`config.mk`:
```
export PLATFORM = sky130hd
export DESIGN_NAME = hazard_forward_ctrl
export DESIGN_NICKNAME = d
export VERILOG_FILES = /design/src/rtl/hazard_pkg.sv /design/src/rtl/md_busy_counter.sv /design/src/rtl/hazard_forward_ctrl.sv
export SDC_FILE = /design/constraint.sdc
export NUM_CORES = 1
export LEC_CHECK = 0
export ABC_AREA = 1
export BUFFER_PORTS_ARGS = -buffer_cell sky130_fd_sc_hd__buf_2
export CAP_MARGIN = 20
export CORE_MARGIN = 2
export CORE_UTILIZATION = 40
export CTS_CLUSTER_DIAMETER = 30
export DETAILED_ROUTE_END_ITERATION = 8
export GPL_ROUTABILITY_DRIVEN = 0
export GPL_TIMING_DRIVEN = 0
export PLACE_DENSITY = 0.7
export SKIP_LAST_GASP = 1
export SLEW_MARGIN = 20
export SYNTH_ARGS = -nofsm -noshare
export SYNTH_HDL_FRONTEND = slang
export SYNTH_SLANG_ARGS = --single-unit
```
`constraint.sdc`:
```
create_clock -name clk -period 1.6 [get_ports clk]
set_input_delay 0.24 -clock clk [delete_from_list [all_inputs] [get_ports clk]]
set_output_delay 0.24 -clock clk [all_outputs]
set_load 0.03 [all_outputs]
```
`src/rtl/hazard_pkg.sv`:
```
// Shared definitions for the pipeline hazard controller: mux select codes,
// Tuse/Tnew encodings and the shadow-pipeline stage record.
package hazard_pkg;

  // Forwarding mux select codes
  localparam logic [1:0] FWD_GRF = 2'b00;
  localparam logic [1:0] FWD_M   = 2'b01;
  localparam logic [1:0] FWD_W   = 2'b10;
  localparam logic [1:0] FWD_PC8 = 2'b11;

  // Stages until a source operand is consumed
  localparam logic [1:0] TUSE_BRANCH = 2'd0;
  localparam logic [1:0] TUSE_ALU    = 2'd1;
  localparam logic [1:0] TUSE_STORE  = 2'd2;
  localparam logic [1:0] TUSE_NONE   = 2'd3;

  // Stages until a result is available, counted from E
  localparam logic [1:0] TNEW_PC8  = 2'd0;
  localparam logic [1:0] TNEW_ALU  = 2'd1;
  localparam logic [1:0] TNEW_LOAD = 2'd2;

  typedef struct packed {
    logic [4:0] rs;
    logic [4:0] rt;
    logic [4:0] a3;
    logic [1:0] tnew;
  } stage_rec_t;

  // A producer matches a source only when it really writes a register
  function automatic logic reg_hit(logic [4:0] a3, logic [4:0] src);
    return (a3 != 5'd0) && (a3 == src);
  endfunction

  // Tnew shrinks by one per stage advanced, saturating at zero
  function automatic logic [1:0] age_tnew(logic [1:0] tnew);
    return (tnew == 2'd0) ? 2'd0 : tnew - 2'd1;
  endfunction

endpackage

```
`src/rtl/md_busy_counter.sv`:
```
// Busy counter for the multi-cycle mult/div unit: loads the operation latency
// when a mult/div sits in E and counts down to idle.
module md_busy_counter #(
  parameter int unsigned MultCycles = 5,
  parameter int unsigned DivCycles  = 10
) (
  input  logic clk,
  input  logic reset,
  input  logic start_i,
  input  logic is_div_i,
  output logic busy_o
);

  localparam int unsigned MaxCycles = (DivCycles > MultCycles) ? DivCycles : MultCycles;
  localparam int unsigned CntW      = $clog2(MaxCycles + 1);

  logic [CntW-1:0] cnt_q, cnt_d;

  // Reload on a new operation, otherwise drain towards zero
  always_comb begin
    cnt_d = cnt_q;
    if (start_i) begin
      cnt_d = is_div_i ? CntW'(DivCycles) : CntW'(MultCycles);
    end else if (cnt_q != '0) begin
      cnt_d = cnt_q - 1'b1;
    end
  end

  // Counter register with synchronous reset
  always_ff @(posedge clk) begin
    if (reset) begin
      cnt_q <= '0;
    end else begin
      cnt_q <= cnt_d;
    end
  end

  assign busy_o = (cnt_q != '0);

endmodule

```
`src/rtl/hazard_forward_ctrl.sv`:
```
// Hazard controller for the 5-stage pipeline: shadows {rs, rt, a3, tnew} of the
// E/M/W instructions, selects forwarding sources and raises stall/flush.
module hazard_forward_ctrl
  import hazard_pkg::*;
#(
  parameter int unsigned MULT_CYCLES = 5,
  parameter int unsigned DIV_CYCLES  = 10
) (
  input  logic       clk,
  input  logic       reset,
  input  logic [4:0] rs_d,
  input  logic [4:0] rt_d,
  input  logic [1:0] tuse_rs_d,
  input  logic [1:0] tuse_rt_d,
  input  logic [4:0] a3_d,
  input  logic [1:0] tnew_d,
  input  logic       md_start_d,
  input  logic       md_is_div_d,
  input  logic       md_use_d,
  output logic [1:0] forward_rs_d,
  output logic [1:0] forward_rt_d,
  output logic [1:0] forward_rs_e,
  output logic [1:0] forward_rt_e,
  output logic [1:0] forward_rt_m,
  output logic       stall,
  output logic       flush_e,
  output logic       md_busy
);

  stage_rec_t rec_e_q, rec_e_d;
  stage_rec_t rec_m_q, rec_m_d;
  stage_rec_t rec_w_q, rec_w_d;
  logic       md_start_e_q, md_is_div_e_q;
  logic       stall_rs, stall_rt, stall_md;

  // W never forwards its own sources and its tnew is always zero
  logic unused_rec;
  assign unused_rec = ^{rec_w_q.rs, rec_w_q.rt, rec_w_q.tnew, rec_m_q.rs};

  md_busy_counter #(
    .MultCycles(MULT_CYCLES),
    .DivCycles (DIV_CYCLES)
  ) u_md_cnt (
    .clk     (clk),
    .reset   (reset),
    .start_i (md_start_e_q),
    .is_div_i(md_is_div_e_q),
    .busy_o  (md_busy)
  );

  // Stall decision: operand needed before its producer can supply it, or HI/LO busy
  always_comb begin
    stall_rs = (reg_hit(rec_e_q.a3, rs_d) && (tuse_rs_d < rec_e_q.tnew)) ||
               (reg_hit(rec_m_q.a3, rs_d) && (tuse_rs_d < rec_m_q.tnew));
    stall_rt = (reg_hit(rec_e_q.a3, rt_d) && (tuse_rt_d < rec_e_q.tnew)) ||
               (reg_hit(rec_m_q.a3, rt_d) && (tuse_rt_d < rec_m_q.tnew));
    stall_md = md_use_d && (md_busy || md_start_e_q);
    stall    = stall_rs || stall_rt || stall_md;
    flush_e  = stall;
  end

  // Forwarding selects, nearest ready producer wins
  always_comb begin
    forward_rs_d = FWD_GRF;
    if (reg_hit(rec_e_q.a3, rs_d) && rec_e_q.tnew == 2'd0)      forward_rs_d = FWD_PC8;
    else if (reg_hit(rec_m_q.a3, rs_d) && rec_m_q.tnew == 2'd0) forward_rs_d = FWD_M;
    else if (reg_hit(rec_w_q.a3, rs_d))                         forward_rs_d = FWD_W;

    forward_rt_d = FWD_GRF;
    if (reg_hit(rec_e_q.a3, rt_d) && rec_e_q.tnew == 2'd0)      forward_rt_d = FWD_PC8;
    else if (reg_hit(rec_m_q.a3, rt_d) && rec_m_q.tnew == 2'd0) forward_rt_d = FWD_M;
    else if (reg_hit(rec_w_q.a3, rt_d))                         forward_rt_d = FWD_W;

    forward_rs_e = FWD_GRF;
    if (reg_hit(rec_m_q.a3, rec_e_q.rs) && rec_m_q.tnew == 2'd0) forward_rs_e = FWD_M;
    else if (reg_hit(rec_w_q.a3, rec_e_q.rs))                    forward_rs_e = FWD_W;

    forward_rt_e = FWD_GRF;
    if (reg_hit(rec_m_q.a3, rec_e_q.rt) && rec_m_q.tnew == 2'd0) forward_rt_e = FWD_M;
    else if (reg_hit(rec_w_q.a3, rec_e_q.rt))                    forward_rt_e = FWD_W;

    forward_rt_m = reg_hit(rec_w_q.a3, rec_m_q.rt) ? FWD_W : FWD_GRF;
  end

  // Shadow pipeline next state; a stall injects a bubble into E
  always_comb begin
    rec_e_d      = stall ? '0 : '{rs: rs_d, rt: rt_d, a3: a3_d, tnew: tnew_d};
    rec_m_d      = rec_e_q;
    rec_m_d.tnew = age_tnew(rec_e_q.tnew);
    rec_w_d      = rec_m_q;
    rec_w_d.tnew = 2'd0;
  end

  // Stage record and mult/div start registers
  always_ff @(posedge clk) begin
    if (reset) begin
      rec_e_q       <= '0;
      rec_m_q       <= '0;
      rec_w_q       <= '0;
      md_start_e_q  <= 1'b0;
      md_is_div_e_q <= 1'b0;
    end else begin
      rec_e_q       <= rec_e_d;
      rec_m_q       <= rec_m_d;
      rec_w_q       <= rec_w_d;
      md_start_e_q  <= md_start_d && !stall;
      md_is_div_e_q <= md_is_div_d && !stall;
    end
  end

endmodule
```
### Word level (Yosys, flattened, before mapping)

Index checks and enable logic that the tools add are counted.

| storage, ports and cells | value |
|---|---|
| bits in registers | 40 |
| bits of input ports | 26 |
| output and inout bits | 13 |
| logic and storage cells | 81 |

| cells by class | value |
|---|---|
| $add $sub $neg | 2 |
| $lt $le $gt $ge | 4 |
| equality and inequality tests | 11 |
| multiplexer cells | 14 |
| reductions and logical operators | 39 |

Operators by type and width:

| cell | number |
|---|---|
| 5-bit equality test | 11 |
| 1-bit logical AND | 24 |
| 2-bit 2-to-1 mux | 11 |
| 5-bit nonzero test | 3 |
| 4-bit 2-to-1 mux | 3 |
| 2-bit < comparator | 4 |
| 1-bit logical OR | 5 |
| 2-bit zero test | 2 |
| 4-bit nonzero test | 1 |
| 2-bit OR reduction | 2 |
| 4-bit by 1-bit subtractor with 4-bit output, second input constant | 1 |
| 2-bit nonzero test | 1 |
| 2-bit by 1-bit subtractor with 2-bit output, second input constant | 1 |
| 1-bit zero test | 1 |

### Longest topological paths before layout

Gate-level depths: netlist (run 1).

| logic depth | value |
|---|---|
| depth in word-level cells | 8 |
| gate-level depth with buffers | 11 |
| gate-level depth less buffers | 10 |

### Cells and area by module

From an unflattened synthesis (run 1), not the netlist that was laid out.

| unflattened totals | value |
|---|---|
| cell total of the unflattened synthesis | 316 |
| area total of the unflattened synthesis | 2362.3 µm² |

By module, submodules not included:

| module | times used | cells each | area an instance (µm²) | sequential area each (µm²) |
|---|---|---|---|---|
| hazard_forward_ctrl | 1 | 276 | 2113.3 | 720.7 |
| md_busy_counter | 1 | 40 | 249.0 | 80.1 |

### Worst setup path before layout (run 1)

Ideal clock, no wire load.

| timing | value |
|---|---|
| kind | register -> output |
| start point | register rec_m_q[1] in the netlist's numbering |
| end point | output forward_rt_e[1] |
| arrival | 2174 ps |
| data required time | 1360 ps |
| setup slack | -814 ps |
| cell stages (with the launch flop) | 6 |
| path buffers | 0 |
| cell sequence | dfxtp_1 > or2_2 > inv_1 > o211ai_1 > nor4_1 > nor2_1 |

| between the ends | value |
|---|---|
| longest elaborated chain between the ends | 3 |

Ends and longest elaborated chain:

| element | RTL line | RTL |
|---|---|---|
| from (decl) | hazard_forward_ctrl.sv:31 | `stage_rec_t rec_m_q, rec_m_d;` |
| from (signal assigned) | hazard_forward_ctrl.sv:104 | `rec_m_q <= rec_m_d;` |
| 2-bit zero test | hazard_forward_ctrl.sv:79 | `if (reg_hit(rec_m_q.a3, rec_e_q.rt) && rec_m_q.tnew == 2'd0) forward_rt_e = FWD_M;` |
| 1-bit logical AND | hazard_forward_ctrl.sv:79 |  |
| 2-bit 2-to-1 mux | hazard_forward_ctrl.sv:79 |  |
| to (decl) | hazard_forward_ctrl.sv:23 | `output logic [1:0] forward_rt_e,` |

Every way passes these cells.

### Worst setup path after layout (run 1)

| timing | value |
|---|---|
| start point | register rec_m_q[2] in the netlist's numbering |
| end point | output stall |

| between the ends | value |
|---|---|
| longest elaborated chain between the ends | 6 |
| elaborated cells between the ends (all ways) | 11 |
| classes of those cells | eq/ne: 2; reduce/logical: 9 |

Ends and longest elaborated chain:

| element | RTL line | RTL |
|---|---|---|
| 5-bit equality test / 5-bit nonzero test (equally long branches) | hazard_pkg.sv:31 | `return (a3 != 5'd0) && (a3 == src);` |
| 1-bit logical AND | hazard_pkg.sv:31 |  |
| 1-bit logical AND (on tied branches) | hazard_forward_ctrl.sv:54, hazard_forward_ctrl.sv:56 |  |
| 1-bit logical OR (on tied branches) | hazard_forward_ctrl.sv:53, hazard_forward_ctrl.sv:55 |  |
| 1-bit logical OR (*) (2 in series) | hazard_forward_ctrl.sv:58 | `stall = stall_rs \|\| stall_rt \|\| stall_md;` |
| to (decl) | hazard_forward_ctrl.sv:25 | `output logic stall,` |

Mark *: on every way between the ends. The rest lies on a longest branch, timed or not.

==> insert_results.sql, run 1 <==
INSERT INTO impl_metrics (metric_group, metric, value, unit) VALUES
('outcome', 'outcome', 'complete, but fails checks', ''),
('outcome', 'failed_checks', 'negative setup slack', ''),
('logic_synthesis', 'synth_edf_count', '0', ''),
('timing', 'final-hold-violation-count', '0', ''),
('timing', 'final-max-slew-violation-count', '0', ''),
('floorplanning', 'core_area', '5570', 'um^2'),
('logic_synthesis', 'ys_top_cells_by_area', 'dfxtp_1 (34%), xnor2_1 (11%), nand2_1 (9.0%), inv_1 (7.5%), nor2_1 (6.1%)', ''),
('route', 'detail-route-antenna-nets', '0', ''),
('logic_synthesis', 'synth_fp_nets', '344', ''),
('layout', 'layout_common_cells', 'nand2_1 (47), inv_1 (37), nor2_1 (29)', ''),
('layout', 'sequential_cell_area', '852', 'um^2'),
('cts', 'clockBufferDepth', '2', ''),
('critical_path', 'path_depth', '10', ''),
('route', 'routed_wire_length_per_instance', '15.1', 'um'),
('route', 'detailedRoute.firstIterationViolations', '136', ''),
('pwr', 'share_comb_of_total_power', '0.418', ''),
('floorplanning', 'die_w', '80.4', 'um'),
('place', 'dp_hpwl', '4160', 'um'),
('floorplanning', 'die_height', '80.4', 'um'),
('critical_path', 'worst_r2r_path_depth', '12', ''),
('global_route', 'grt_overflow', '0', ''),
('critical_path', 'timing.critical_path.to_type', 'output port', ''),
('logic_synthesis', 'post-synth-top-area-cell', 'dfxtp_1', ''),
('timing', 'timing.slew.headroom', '0.630', ''),
('critical_path', 'worst_ep_arrival_time', '1.69', 'ns'),
('worst_hold_path', 'hold-path-cell-count', '3', ''),
('critical_path', 'launching_element_type_of_the_critical_path', 'flip-flop', ''),
('critical_path', 'crit_fanout', '6', ''),
('critical_path', 'crit_type', 'reg2out', ''),
('global_route', 'grt_max_degree', '14', ''),
('pwr', 'power.clock.fraction', '0.274', ''),
('route', 'avgViaCountPerCell', '5.06', ''),
('route', 'drcViolationCount', '0', ''),
('layout', 'multi_input_area', '1600', 'um^2'),
('timing', 'achievable-frequency', '517', 'MHz'),
('global_route', 'grt_first_pass_wirelength', '9580', 'um'),
('route', 'num_vias', '2220', ''),
('pwr', 'cell_internal_pwr', '2720', 'uW'),
('pwr', 'power.net_switching', '1500', 'uW'),
('place', 'port-buffer-count', '36', ''),
('critical_path', 'largest_stage_delay_on_the_critical_path', '0.40', 'ns'),
('timing', 'fin_ws', '-0.335', 'ns'),
('worst_hold_path', 'hold_path.startpoint', 'a3_d[4]', ''),
('logic_synthesis', 'syn_inst', '311', ''),
('layout', 'layout-drive-gt1-share', '0.460', ''),
('timing', 'timing_worst_slew_pin_value', '0.555', 'ns'),
('layout', 'layout_commonest_cell', 'nand2_1', ''),
('layout', 'fillers', '442', ''),
('place', 'placement.setup.worst_slack', '-0.251', 'ns'),
('logic_synthesis', 'post-synth-top-area-fraction', '0.343', ''),
('logic_synthesis', 'yosysSeqAreaShare', '0.343', ''),
('pwr', 'power.switching_fraction', '0.355', ''),
('cts', 'ctsHtreeMaxLevel', '2', ''),
('timing', 'report.final.setup_viol', '30', ''),
('cts', 'tritoncts.num_buffers', '5', ''),
('pwr', 'post-layout-total-power', '4210', 'uW'),
('critical_path', 'crit_path_buffers_inverters', '3', ''),
('floorplanning', 'std_cell_rows', '27', ''),
('logic_synthesis', 'netlist_area', '2340', 'um^2'),
('logic_synthesis', 'synth_cell_type_count', '31', ''),
('critical_path', 'cp_top_family', 'simple AND/OR/NAND/NOR gates', ''),
('critical_path', 'crit_path_slowest_cell', 'dfxtp_4', ''),
('timing', 'finalCriticalPeriod', '1.93', 'ns'),
('logic_synthesis', 'average_instance_area_after_synthesis', '7.52', 'um^2'),
('job', 'cap_violations', '0', ''),
('cts', 'cts_tree', 'yes', ''),
('logic_synthesis', 'synth-async-reset-ratio', '0', ''),
('timing', 'rsz0062_at_grt', 'true', ''),
('critical_path', 'critical_path.reg2reg.startpoint', 'rec_m_q[2]', ''),
('timing', 'clock_skew', '0.0106', 'ns'),
('global_route', 'number_of_global_route_vias_before_repair', '2056', '');
synthesized netlist by cell type, types with 5 or more instances:
cell type,instances
ha_1,7
clkbuf_1,5
nand2_1,56
nand4_1,8
nor2_4,11
a21oi_1,6
xor2_1,10
dfxtp_1,40
o21ai_0,5
nor3_1,7
nor2_1,38
inv_1,47
inv_2,6
xnor2_1,30
nand3_1,8
final timing paths:
check | to | slack [ns]
max reg2reg | rec_e_q[4] | -0.19
min | rec_e_q[6] | 0.13
min reg2reg | rec_m_q[0] | 0.48
max | stall | -0.33
tightest hold or removal path, delay by kind of cell:
family / cells / cell delay, ns
buffers and inverters: 2 / 0.13
and+or+nand+nor: 1 / 0.03
area by class of cell:
class	count	share of cell area
Clock buffer	5	0.0202
Sequential cell	40	0.250
Inverter	53	0.0636
Tap cell	72	0.0265
Timing Repair Buffer	56	0.133
Clock inverter	3	0.0265
Buffer	4	0.00882
Multi-Input combinational cell	206	0.471
power by group through the flow:
| stage | Combinational, uW | Clock (uW) | Sequential [uW] |
|---|---|---|---|
| 2_1_floorplan | 1080 | 0 | 1240 |
| 4_1_cts | 1590 | 1150 | 1280 |
| 3_3_place_gp | 1320 | 0 | 1270 |
| 3_5_place_dp | 1360 | 0 | 1270 |
| 5_1_grt | 1910 | 1200 | 1310 |
| 6_report | 1760 | 1160 | 1300 |
state kept, by name, indices dropped and copies added (netlist names):
register / count
u_md_cnt.cnt_q: 4
rec_w_q: 5
md_is_div_e_q: 1
rec_e_q: 17
md_start_e_q: 1
rec_m_q: 12
cell families (layout without fill, tap and decap cells):
group,count (synthesis),after routing,synth area share
compound gates,17,17,0.0423
xor+xnor,40,40,0.150
fa+ha+maj,7,7,0.0375
buf+inv,65,121,0.123
flops,40,40,0.343
other cells,1,1,0.00160
simple gates,141,141,0.304
timing repair:
item / CTS / global route
pin swaps: 29 / 28
resized for setup: 76 / 43
hold buffers: 0 / 0
endpoints found under the setup margin: 21 / 30
buffers inserted: 10 / 9
gates cloned: 1 / 1
endpoints found under the hold margin: 0 / 0
routing by layer:
layer  global-route usage  wire [um]  vias to the layer above  part of all wire
li1                     -          -                     1068                 -
met1                0.242       2730                     1051              0.41
met2                0.332       3230                       73              0.49
met3               0.0382        373                       28             0.056
met4               0.0746        283                        0             0.043
met5                    0          0                        -                 0
through the flow:
stage / cell area, um^2 / TNS [ns] / cells / hold slack [ns] / util
floorplan: 2430 / -0.134 / 311 / 0.352 / -
global placement: 2700 / -1.54 / 419 / 0.443 / 0.484
detailed placement: 2700 / -1.64 / 419 / 0.448 / 0.484
CTS: 3170 / -3.15 / 432 / 0.141 / 0.568
global route: 3400 / -6.53 / 439 / 0.134 / 0.611
finish: 3400 / -4.10 / 439 / 0.130 / 0.611
Power figures use the tool's default switching activity.
==> run 2, diff against run 1 <==
--- a/config.mk
+++ b/config.mk
@@ -10,6 +10,7 @@
 export CAP_MARGIN = 20
 export CORE_MARGIN = 2
 export CORE_UTILIZATION = 40
+export CTS_BUF_LIST = sky130_fd_sc_hd__clkbuf_4
 export CTS_CLUSTER_DIAMETER = 30
 export DETAILED_ROUTE_END_ITERATION = 8
 export GPL_ROUTABILITY_DRIVEN = 0
==> run 2 against run 1 <==
  * The flow still finishes with violations (negative setup slack)
  * Cell area decreased by 2.5%
  * Power decreased by 4.2%
  * Routed wire length decreased by 6.5%
  * Sequential power about the same
  * Final cell count decreased by 0.46%
  * Critical path type unchanged
  * Critical endpoint is now forward_rt_d[1]
  * Largest power group unchanged
==> insert_results.sql, run 2 (synthesis gave the netlist of run 1 again) <==
INSERT INTO impl_metrics (metric_group, metric, value, unit) VALUES
('cts', 'cts_tree', 'yes', ''),
('pwr', 'power.clock.fraction', '0.246', ''),
('layout', 'antenna-diode-count', '0', ''),
('pwr', 'pwr-share-seq', '0.321', ''),
('job', 'cap_violations', '0', ''),
('pwr', 'power_density_over_the_cells', '1220', 'nW/um^2'),
('layout', 'biggestRegsByFlops', 'rec_e_q x17, rec_m_q x12, rec_w_q x5', ''),
('layout', 'num-nets-final', '397', ''),
('pwr', 'power.net_switching', '1440', 'uW'),
('critical_path', 'crit_type', 'reg2out', ''),
('route', 'wl', '6190', 'um'),
('global_route', 'grt_max_degree', '14', ''),
('layout', 'layout-drive-gt1-share', '0.444', ''),
('layout', 'largest_register_ff_count', '17', ''),
('floorplanning', 'die_w', '80.4', 'um'),
('cts', 'clock_sink_count', '40', ''),
('critical_path', 'worst_ep_arrival_time', '1.72', 'ns'),
('floorplanning', 'io_pins', '39', ''),
('cts', 'tritoncts.num_buffers', '5', ''),
('cts', 'ctsHtreeMaxLevel', '2', ''),
('global_route', 'grt_overflow', '0', ''),
('pwr', 'power_leakage', '0.00146', 'uW'),
('global_route', 'grt_first_pass_wirelength', '9510', 'um'),
('route', 'detailedRoute.firstIterationViolations', '133', ''),
('timing', 'final-hold-violation-count', '0', ''),
('cts', 'clk_transition_reported_paths', '0.13', 'ns'),
('cts', 'cts_root_buffer', 'clkbuf_4', ''),
('outcome', 'outcome', 'complete, but fails checks', ''),
('global_route', 'groute.usage.overall', '0.194', ''),
('timing', 'timing_worst_slew_pin_value', '0.564', 'ns'),
('place', 'dp_hpwl', '4160', 'um'),
('outcome', 'failed_checks', 'negative setup slack', ''),
('cts', 'clockBufferDepth', '2', ''),
('timing', 'period_share', '1.23', ''),
('cts', 'clock_latency', '0.36', 'ns'),
('floorplanning', 'std_cell_rows', '27', ''),
('layout', 'max_flop_register', 'rec_e_q', ''),
('timing', 'final-max-slew-violation-count', '0', ''),
('critical_path', 'required', '1.36', 'ns'),
('route', 'routed_wire_length_per_instance', '14.2', 'um'),
('timing', 'rsz0062_at_grt', 'true', ''),
('timing', 'finalCriticalPeriod', '1.96', 'ns'),
('route', 'drcViolationCount', '0', ''),
('layout', 'layout_commonest_cell', 'nand2_1', ''),
('critical_path', 'launching_element_type_of_the_critical_path', 'flip-flop', ''),
('timing', 'timing.slew.headroom', '0.624', ''),
('route', 'drt_first_pass_iters', '4', ''),
('route', 'avgViaCountPerCell', '4.96', ''),
('critical_path', 'crit_fanout', '6', ''),
('timing', 'report.final.setup_viol', '30', ''),
('layout', 'layoutNonFillerInstCount', '437', ''),
('pwr', 'share_comb_of_total_power', '0.434', ''),
('pwr', 'power.switching_fraction', '0.357', ''),
('timing', 'clock_skew', '0.0175', 'ns'),
('global_route', 'number_of_global_route_vias_before_repair', '2113', ''),
('place', 'port-buffer-count', '36', ''),
('floorplanning', 'floorplan.initialDensity', '0.419', ''),
('timing', 'achievable-frequency', '510', 'MHz'),
('critical_path', 'timing.critical_path.to_type', 'output port', ''),
('floorplanning', 'core_area', '5570', 'um^2'),
('layout', 'layout_common_cells', 'nand2_1 (49), inv_1 (37), nor2_1 (26), buf_2 (26), xnor2_1 (24)', ''),
('route', 'detail-route-antenna-nets', '0', ''),
('place', 'numPlacedInstances', '419', ''),
('floorplanning', 'design.die.area', '6470', 'um^2'),
('floorplanning', 'die_height', '80.4', 'um'),
('route', 'num_vias', '2166', ''),
('cts', 'hold_buffers', '0', ''),
('pwr', 'vdd.ir_drop.worst', '0.000732', 'V'),
('timing', 'timing.setup.tns', '-5.76', 'ns'),
('timing', 'fin_ws', '-0.362', 'ns'),
('global_route', 'antenna_violations_before_repair', '0', ''),
('place', 'placement.setup.worst_slack', '-0.251', 'ns'),
('worst_hold_path', 'holdCritPathClass', 'in2reg', ''),
('layout', 'area_growth_syn_to_layout', '42.0', '%'),
('pwr', 'cell_internal_pwr', '2600', 'uW');
## run 2: cell count changes in the layout (fill, tap and decap cells not counted), sizes merged
cell / before / now
buf: 58 / 56
clkinv: 1 / 0
inv: 52 / 53
## run 2: layout make-up
type	count	area, um^2
clock inverters	3	90.1
clock buffers	5	37.5
fillers	447	2260
flip-flops and latches	40	853
plain buffers	4	30.0
repair buffers	54	452
inverters	53	211
well taps	72	90.1
multi-input cells	206	1550
## run 2: power groups by stage
stage / logic, uW / registers [uW] / clock network, uW
global placement: 1320 / 1270 / 0
floorplan: 1080 / 1240 / 0
global route: 1890 / 1320 / 1050
detailed placement: 1360 / 1270 / 0
CTS: 1630 / 1280 / 999
finish: 1750 / 1300 / 992
## run 2: final timing paths
path                   start               to  slack (ns)  depth (start not counted)
hold reg to reg   rec_e_q[3]       rec_m_q[3]        0.48                          2
setup / recovery  rec_w_q[6]  forward_rt_d[1]       -0.36                          6
setup reg to reg  rec_m_q[3]       rec_e_q[4]       -0.24                         13
hold / removal     tnew_d[1]       rec_e_q[1]        0.08                          3
## run 2: stage by stage
step	area (um^2)	total power, uW	utilization	hold WS [ns]
floorplan	2430	2320	-	0.352
global placement	2700	2590	0.484	0.443
detailed placement	2700	2620	0.484	0.448
CTS	3140	3910	0.564	0.0687
global route	3320	4260	0.595	0.0776
finish	3320	4040	0.595	0.0826
## run 2: routing by layer
| metal | vias to the layer above | global-route usage | share of wire |
|---|---|---|---|
| li1 | 1056 | - | - |
| met1 | 1033 | 0.231 | 0.42 |
| met2 | 60 | 0.338 | 0.50 |
| met3 | 17 | 0.0393 | 0.048 |
| met4 | 0 | 0.0780 | 0.026 |
| met5 | - | 0 | 0 |
## run 2: timing repair
| action | 4_1_cts | 5_1_grt |
|---|---|---|
| resized for setup | 74 | 38 |
| gates cloned | 1 | 1 |
| pin swaps | 24 | 22 |
| setup endpoints to repair | 21 | 30 |
| buffers inserted | 11 | 6 |
## run 2: critical path, cell delays in order, from the launching register on
cell	delay, ns
dfxtp_4	0.44
xnor2_2	0.13
nand2_1	0.10
nor4_2	0.35
nand2_1	0.10
nand2_1	0.10
buf_6	0.13
==> run 3, diff against run 2 <==
--- a/config.mk
+++ b/config.mk
@@ -16,6 +16,7 @@
 export GPL_ROUTABILITY_DRIVEN = 0
 export GPL_TIMING_DRIVEN = 0
 export PLACE_DENSITY = 0.7
+export SKIP_CTS_REPAIR_TIMING = 1
 export SKIP_LAST_GASP = 1
 export SLEW_MARGIN = 20
 export SYNTH_ARGS = -nofsm -noshare
==> run 3 against run 2 <==
  * The run still ends with negative setup slack left
  * Flip-flop and latch count stayed put
  * Critical path type unchanged
  * Clock skew decreased by 0.0049 ns
  * Via count shrank 4.2%
  * Power down 4.5%
  * Critical endpoint is now stall
  * Die area is the same
  * First-iteration DRC count is 25% lower
  * Fmax rose by 0.47%
  * Sequential power about the same
  * Largest power group unchanged
==> insert_results.sql, run 3 (synthesis gave the netlist of run 1 again) <==
INSERT INTO impl_metrics (metric_group, metric, value, unit) VALUES
('global_route', 'grt-busiest-layer', 'met2', ''),
('cts', 'cts_tree', 'yes', ''),
('critical_path', 'worst_ep_arrival_time', '1.71', 'ns'),
('route', 'avgViaCountPerCell', '4.84', ''),
('layout', 'num-nets-final', '389', ''),
('timing', 'finalCriticalPeriod', '1.95', 'ns'),
('layout', 'final_area', '3120', 'um^2'),
('floorplanning', 'core_area', '5570', 'um^2'),
('timing', 'final-max-slew-violation-count', '0', ''),
('timing', 'achievable-frequency', '512', 'MHz'),
('route', 'num_vias', '2075', ''),
('route', 'routed_wire_length_per_instance', '13.0', 'um'),
('global_route', 'grt_max_degree', '14', ''),
('timing', 'final-hold-violation-count', '0', ''),
('place', 'port-buffer-count', '36', ''),
('cts', 'tritoncts.num_buffers', '5', ''),
('pwr', 'vdd.ir_drop.worst', '0.000792', 'V'),
('route', 'wl', '5570', 'um'),
('place', 'dp_hpwl', '4160', 'um'),
('pwr', 'power_leakage', '0.00138', 'uW'),
('timing', 'finalHoldWorstSlack', '0.0692', 'ns'),
('layout', 'layout_commonest_cell', 'nand2_1', ''),
('global_route', 'met2_capacity_usage_during_global_routing', '0.293', ''),
('place', 'placement.setup.worst_slack', '-0.251', 'ns'),
('layout', 'layout-drive-gt1-share', '0.403', ''),
('pwr', 'power_density_over_the_cells', '1240', 'nW/um^2'),
('global_route', 'antenna_violations_before_repair', '0', ''),
('critical_path', 'largest_stage_delay_on_the_critical_path', '0.34', 'ns'),
('timing', 'period_share', '1.22', ''),
('route', 'detail-route-antenna-nets', '0', ''),
('pwr', 'post-layout-total-power', '3860', 'uW'),
('layout', 'biggestRegsByFlops', 'rec_e_q x17, rec_m_q x12, rec_w_q x5', ''),
('place', 'dpl_cell_area', '2700', 'um^2'),
('floorplanning', 'floorplan.initialDensity', '0.419', ''),
('critical_path', 'crit_fanout', '3', ''),
('critical_path', 'crit_path_slowest_cell', 'dfxtp_2', ''),
('critical_path', 'crit_chain', 'inv_2 > ha_1 > a21oi_2 > nand3_1 > nand2_2 > inv_2 > nand2_4 > buf_6 > buf_6', ''),
('cts', 'cts_root_buffer', 'clkbuf_4', ''),
('cts', 'clockBufferDepth', '2', ''),
('floorplanning', 'design.die.area', '6470', 'um^2'),
('job', 'cap_violations', '0', ''),
('route', 'drt_first_pass_iters', '4', ''),
('global_route', 'grt_first_pass_wirelength', '8490', 'um'),
('route', 'drcViolationCount', '0', ''),
('timing', 'report.final.setup_viol', '29', ''),
('cts', 'clock_sink_count', '40', ''),
('floorplanning', 'std_cell_rows', '27', ''),
('layout', 'multi_input_area', '1460', 'um^2'),
('floorplanning', 'die_height', '80.4', 'um'),
('layout', 'area_growth_syn_to_layout', '33.4', '%'),
('outcome', 'outcome', 'complete, but fails checks', ''),
('layout', 'fillers', '514', ''),
('outcome', 'failed_checks', 'negative setup slack', ''),
('timing', 'timing.slew.headroom', '0.650', ''),
('layout', 'sequential_cell_area', '847', 'um^2'),
('global_route', 'groute.layer.met1.usage', '0.216', ''),
('layout', 'layout_common_cells', 'nand2_1 (51), inv_1 (38), nor2_1 (28), buf_2 (28), xnor2_1 (26)', ''),
('layout', 'largest_register_ff_count', '17', ''),
('worst_hold_path', 'holdCritPathClass', 'in2reg', ''),
('global_route', 'groute.usage.overall', '0.172', ''),
('global_route', 'number_of_global_route_vias_before_repair', '1879', ''),
('global_route', 'grt_overflow', '0', ''),
('timing', 'fin_ws', '-0.353', 'ns'),
('timing', 'rsz0062_at_grt', 'true', ''),
('critical_path', 'timing.critical_path.to_type', 'output port', ''),
('floorplanning', 'io_pins', '39', ''),
('cts', 'ctsHtreeMaxLevel', '2', ''),
('timing', 'timing.setup.tns', '-3.61', 'ns'),
('layout', 'max_flop_register', 'rec_e_q', ''),
('route', 'detailedRoute.firstIterationViolations', '100', ''),
('layout', 'antenna-diode-count', '0', ''),
('floorplanning', 'die_w', '80.4', 'um'),
('critical_path', 'crit_type', 'reg2out', ''),
('cts', 'clock_latency', '0.36', 'ns'),
('timing', 'clock_skew', '0.0126', 'ns'),
('critical_path', 'launching_element_type_of_the_critical_path', 'flip-flop', ''),
('cts', 'clk_transition_reported_paths', '0.13', 'ns'),
('critical_path', 'required', '1.36', 'ns'),
('global_route', 'met3_usage', '0.0337', ''),
('timing', 'timing_worst_slew_pin_value', '0.525', 'ns');
run 3: changes by cell type in the layout (fill, tap and decap cells not counted), sizes merged:
| cell | change |
|---|---|
| buf | -9 |
| clkbuf | +1 |
run 3: where the power goes:
group          switching [uW]  total [uW]  internal, uW
clock network             343         987           644
logic                     869        1570           702
registers                 154        1300          1140
run 3: area by class of cell:
type	instances	share of cell area
buffer	6	0.0197
sequential	40	0.272
tap	72	0.0289
inverter	53	0.0678
multi-input combinational	206	0.469
timing repair buffer	44	0.102
clock buffer	5	0.0120
clock inverter	3	0.0289
run 3: path summary, 6_finish.rpt:
path	from	end	slack, ns	depth (start not counted)
worst max-delay path	rec_e_q[1]	stall	-0.35	9
worst min-delay path	a3_d[4]	rec_e_q[6]	0.07	3
worst min register to register	rec_e_q[0]	rec_m_q[0]	0.46	1
worst max register to register	rec_e_q[1]	rec_e_q[3]	-0.08	10
run 3: worst max-delay path, delay by kind of cell (launching register included):
kind            cells  cell delay [ns]
compound gates      1             0.14
fa+ha+maj           1             0.29
simple gates        3             0.28
buf+inv             4             0.29
flops               1             0.34
run 3: through the flow:
step	std cells	utilization
6_report	429	0.559
5_1_grt	429	0.559
4_1_cts	427	0.507
3_5_place_dp	419	0.484
3_3_place_gp	419	0.484
2_1_floorplan	311	-
run 3: metal layers:
layer,part of all wire,up-vias
li1,-,1045
met1,0.44,976
met2,0.49,46
met3,0.047,8
met4,0.017,0
met5,0,-
